==> src/rtl/game_state_tracker.sv <==
// rtl/game_state_tracker.sv - lives/timer tracking and winner selection feeding the game-over screen
// Optional build macro PAUSE_ENABLE_EN adds a pause input that freezes the match clock and hit counting.
module game_state_tracker #(
  parameter int CLK_HZ       = 25000000,
  parameter int START_LIVES  = 3,
  parameter int MAX_DURATION = 99
) (
  input  logic       clock,
  input  logic       reset,
  input  logic       start,
  input  logic       p1_hit,
  input  logic       p2_hit,
`ifdef PAUSE_ENABLE_EN
  input  logic       pause,
`endif
  output logic       playing,
  output logic [2:0] p1_lives,
  output logic [2:0] p2_lives,
  output logic       game_over_flag,
  output logic       game_over_state,
  output logic [7:0] game_duration
);

  localparam int PW = (CLK_HZ > 1) ? $clog2(CLK_HZ) : 1;
  localparam logic [PW-1:0] PRESC_MAX  = PW'(CLK_HZ - 1);
  localparam logic [2:0]    LIVES_INIT = 3'(START_LIVES);
  localparam logic [7:0]    DUR_LIMIT  = 8'(MAX_DURATION);

  typedef enum logic [1:0] {IDLE, PLAYING, OVER} state_t;

  state_t        state_q;
  logic [PW-1:0] presc_q, presc_d;
  logic [2:0]    p1_lives_q, p2_lives_q, p1_lives_d, p2_lives_d;
  logic [7:0]    dur_q, dur_d;
  logic          flag_q, winner_q, playing_q, p1_hit_q, p2_hit_q;
  logic          active, p1_evt, p2_evt, sec_tick, lives_zero, timeout, winner_d;

`ifdef PAUSE_ENABLE_EN
  assign active = (state_q == PLAYING) && !pause;
`else
  assign active = (state_q == PLAYING);
`endif

  always_comb begin
    p1_evt     = active && p1_hit && !p1_hit_q;
    p2_evt     = active && p2_hit && !p2_hit_q;
    p1_lives_d = (p1_evt && (p1_lives_q != 3'd0)) ? p1_lives_q - 3'd1 : p1_lives_q;
    p2_lives_d = (p2_evt && (p2_lives_q != 3'd0)) ? p2_lives_q - 3'd1 : p2_lives_q;
    sec_tick   = active && (presc_q == PRESC_MAX);
    presc_d    = sec_tick ? '0 : presc_q + PW'(1);
    dur_d      = sec_tick ? dur_q + 8'd1 : dur_q;
    lives_zero = (p1_lives_d == 3'd0) || (p2_lives_d == 3'd0);
    timeout    = sec_tick && (dur_d == DUR_LIMIT);
    // A knockout outranks the clock; a double knockout goes to P1.
    if (lives_zero) winner_d = (p1_lives_d == 3'd0) && (p2_lives_d != 3'd0);
    else            winner_d = (p2_lives_d > p1_lives_d);
  end

  always_ff @(posedge clock or posedge reset) begin
    if (reset) begin
      state_q    <= IDLE;
      presc_q    <= '0;
      p1_lives_q <= LIVES_INIT;
      p2_lives_q <= LIVES_INIT;
      dur_q      <= 8'd0;
      flag_q     <= 1'b0;
      winner_q   <= 1'b0;
      playing_q  <= 1'b0;
      p1_hit_q   <= 1'b0;
      p2_hit_q   <= 1'b0;
    end else begin
      p1_hit_q <= p1_hit;
      p2_hit_q <= p2_hit;
      case (state_q)
        IDLE, OVER: begin
          if (start) begin
            state_q    <= PLAYING;
            playing_q  <= 1'b1;
            flag_q     <= 1'b0;
            presc_q    <= '0;
            dur_q      <= 8'd0;
            p1_lives_q <= LIVES_INIT;
            p2_lives_q <= LIVES_INIT;
          end
        end
        PLAYING: begin
          if (active) begin
            p1_lives_q <= p1_lives_d;
            p2_lives_q <= p2_lives_d;
            presc_q    <= presc_d;
            dur_q      <= dur_d;
            if (lives_zero || timeout) begin
              state_q   <= OVER;
              playing_q <= 1'b0;
              flag_q    <= 1'b1;
              winner_q  <= winner_d;
            end
          end
        end
        default: state_q <= IDLE;
      endcase
    end
  end

  assign playing         = playing_q;
  assign p1_lives        = p1_lives_q;
  assign p2_lives        = p2_lives_q;
  assign game_over_flag  = flag_q;
  assign game_over_state = winner_q;
  assign game_duration   = dur_q;

endmodule

==> config.mk <==
export PLATFORM = sky130hd
export DESIGN_NAME = game_state_tracker
export DESIGN_NICKNAME = d
export VERILOG_FILES = /design/src/rtl/game_state_tracker.sv
export SDC_FILE = /design/constraint.sdc
export NUM_CORES = 1
export LEC_CHECK = 0
export ABC_AREA = 1
export CORE_MARGIN = 1
export CORE_UTILIZATION = 60
export DETAILED_ROUTE_END_ITERATION = 12
export PLACE_DENSITY_LB_ADDON = 0.3
export SETUP_SLACK_MARGIN = 0.05
export SYNTH_ARGS = -nofsm -noshare
export SYNTH_HDL_FRONTEND = slang
export SYNTH_SLANG_ARGS = --single-unit
==> constraint.sdc <==
create_clock -name clock -period 6.4 [get_ports clock]
set_input_delay 1.28 -clock clock [delete_from_list [all_inputs] [get_ports clock]]
set_output_delay 1.28 -clock clock [all_outputs]
set_load 0.05 [all_outputs]
==> summary.json <==
{
  "synth_simple_gate_area_frac": 0.3292,
  "largest_family_of_logic_cells_by_synthesized_area": "simple AND/OR/NAND/NOR gates",
  "cts_setup_buffers": 0,
  "synth_adder_area_share": 0.03946,
  "clock_skew_ps": 10.79,
  "detail_route.drc_violations": 2,
  "routed_wirelength_um": 6570,
  "yosys-top-cells-area": "dfrtp_1 37%, nand2_1 9.9%, inv_1 5.3%, nor2_1 5.3%, ha_1 3.9%",
  "crit_path_start_kind": "input pin",
  "ir_worst_vdd_uv": 337.8,
  "detail_route.wl_per_cell_um": 14.76,
  "timing.fmax_ghz": 0.3165,
  "final_net_count": 406,
  "share_of_the_synthesized_netlist_area_taken_by_xor_and_xnor_gates": 0.03376,
  "path_delay_family": "simple AND/OR/NAND/NOR gates",
  "setup.worst_path.end_class": "flip-flop",
  "grt-ovfl-total": 0,
  "final_standard_cell_utilization_of_the_core": 0.7150,
  "ys_async_sr_fraction": 1.000,
  "num_antenna_cells": 0,
  "hold_path.class": "flip-flop to flip-flop",
  "antenna_found_initial": 0,
  "multiplexer_fraction_of_the_synthesized_cell_area": 0,
  "final_antenna_net_count": 0,
  "buffer_ports.inserted": 21,
  "finalMaxSlewViolations": 0,
  "worst_path_max_delay_cell": "nor4_1",
  "post-synth-top-area-fraction": 0.3683,
  "fin_cells": 445,
  "htreeDepth": 2,
  "ys_top_cells_by_count": "75 x nand2_1, 42 x dfrtp_1, 40 x inv_1, 40 x nor2_1, 20 x nand3_1",
  "ys_ff_latch": 46,
  "synth-warning-count": 0,
  "floorplan.die_area_mm2": 0.005037,
  "core_mm2": 0.004474,
  "cts_made_buffers": 5,
  "vias_per_cell": 5.899,
  "cts-hold-fix-buffers": 0,
  "power.density_mw_per_mm2": 397.0,
  "area.sequential_mm2": 0.001156,
  "synthFlopType": "dfrtp_1",
  "status": "finished, violations left",
  "post_synth_inst_count": 369,
  "ctsLongestPathBuffers": 2,
  "yosys.area.top_type": "dfrtp_1",
  "wire_length_of_the_first_global_routing_pass_um": 10940,
  "layout_min_cycle_time_ps": 3160,
  "initial_core_util": 0.6379,
  "count_of_instances_resized_after_the_clock_tree_is_built": 0,
  "floorplan.die.width_um": 70.97,
  "post-synth-top-count-cell": "nand2_1",
  "grt.total_usage": 0.2788,
  "area_growth_pct": 12.10,
  "path_cells": "clkdlybuf4s50_1, nand2_1, nand2_2, inv_2, nor4_1, a21oi_1, a211oi_1",
  "via_count_of_the_first_global_routing_pass": 2398,
  "avgSynthCellArea_um2": 7.734,
  "post-place-cells": 437,
  "clock_tree_from_tritoncts": "done",
  "root_buffer": "clkbuf_8",
  "die_height_um": 70.97,
  "final_setup_fails": 0,
  "clk-insertion-delay-late_ps": 300,
  "failed_checks": "design-rule violations",
  "post-route-period-util": 0.4938,
  "postSynthNetCount": 383,
  "max_cap_violations": 0,
  "max_slew.worst_pin.slew_ps": 943.5,
  "ioPinCount": 22,
  "crit_path_max_fanout": 19,
  "timing.setup.critical_path_class": "input pin to flip-flop",
  "multi_input_area_mm2": 0.001485,
  "num-fill-cells": 369,
  "number_of_synthesized_flops_with_an_enable_pin": 0,
  "synth.yosys.seq_area_share": 0.4051,
  "delay_contributed_by_the_slowest_stage_of_the_critical_path_ps": 550,
  "drt_iter0_drc": 219,
  "clk_pin_slew_ps": 90,
  "place.gp.congestion": 0.9647,
  "grt_start_max_net_pins": 47,
  "clock_sink_count": 46,
  "route.vias.total": 2625,
  "worst_slew_margin_rel": 0.3701,
  "cellLeakagePower_nw": 1.410,
  "netlist-cell-type-count": 38,
  "timing.final.hold_violations": 0,
  "synth.cell_area_mm2": 0.002854,
  "synth-compound-area-share": 0.1179,
  "path_buf_inv": 2,
  "post_route_cells_drive_above_1_share": 0.1272,
  "cp.arrival_ps": 3370,
  "setup_tns_ps": 0,
  "critical_path_required_ps": 6610,
  "drt_first_pass_iters": 9,
  "rsz0062_at_grt": "false",
  "fp-row-count": 24,
  "detailedPlacementHpwl_um": 4764
}
layer usage:
layer,global-route usage,vias up,routed length [um]
li1,-,1274,-
met1,0.3848,1199,2897
met2,0.4391,137,3052
met3,0.05271,15,504
met4,0.1044,0,116
met5,0,-,0
layout by cell type (no fill, tap or decap), drive strengths merged, types with 2 or more instances in the layout:
cell	count
nor3	16
nand2	82
nor2	49
o21a	2
dfstp	4
dfrtp	42
clkbuf	6
ha	9
xor2	10
nand4	14
a21oi	20
clkdlybuf4s50	21
nor3b	2
inv	48
nand3	25
a22oi	3
o21ai	17
o22ai	7
nor4	6
flip-flops by register name, indices dropped and copies added (netlist names):
signal and count:
state_q 2, game_duration 8, game_over_flag 1, playing 1, p1_hit_q 1, p1_lives 3, game_over_state 1, presc_q 25
p2_hit_q 1, p2_lives 3
power breakdown:
group	switching [W]	total [W]	leakage (nW)	internal, W
clock	0.000100	0.000187	0.0472	0.0000869
combinational	0.000454	0.000658	0.755	0.000204
sequential	0.0000598	0.000425	0.608	0.000365
total	0.000614	0.00127	1.41	0.000656
stage by stage:
| stage | total power [W] | cell area [um^2] | hold WS, ps | worst slack [ps] |
|---|---|---|---|---|
| after floorplan | 0.0009100 | 2854 | 475.8 | 3943 |
| after global placement | 0.001063 | 3104 | 456.1 | 3147 |
| after detailed placement | 0.001079 | 3104 | 463.2 | 3002 |
| after CTS | 0.001268 | 3199 | 483.5 | 3336 |
| after global routing | 0.001353 | 3199 | 536.2 | 3166 |
| final | 0.001270 | 3199 | 477.6 | 3240 |
worst paths after layout:
kind | startpoint | endpoint | slack (ps) | depth (start not counted)
setup / recovery | start | presc_q[13]$_DFFE_PP0P_ | 3240 | 7
hold / removal | game_over_state$_DFFE_PP0P_ | game_over_state$_DFFE_PP0P_ | 480 | 2
setup reg to reg | state_q[0]$_DFFE_PP0P_ | presc_q[13]$_DFFE_PP0P_ | 3870 | 9
hold reg to reg | game_over_state$_DFFE_PP0P_ | game_over_state$_DFFE_PP0P_ | 480 | 2
max in group asynchronous | reset | presc_q[6]$_DFFE_PP0P_ | 4310 | 2
min in group asynchronous | reset | presc_q[14]$_DFFE_PP0P_ | 1510 | 2
logic make-up after synthesis:
logic type / after synthesis
xor+xnor: 11
simple gates: 194
flops: 46
buf+inv: 54
compound gates: 55
fa+ha+maj: 9
worst reg2reg max path, stage by stage, from the launching register on:
cell and delay [ps]:
dfrtp_1 380, inv_2 70, nor2_2 80, buf_4 260
inv_2 180, nand2_2 370, inv_2 220, nor4_1 550
a21oi_1 130, a211oi_1 190
layout make-up:
| type | instances | share of cell area |
|---|---|---|
| Multi-Input combinational cell | 269 | 0.4642 |
| Sequential cell | 46 | 0.3614 |
| Timing Repair Buffer | 22 | 0.06805 |
| Inverter | 48 | 0.05632 |
| Clock buffer | 6 | 0.02581 |
| Tap cell | 52 | 0.02034 |
| Clock inverter | 2 | 0.003911 |
(Power assumes the default switching activity.)
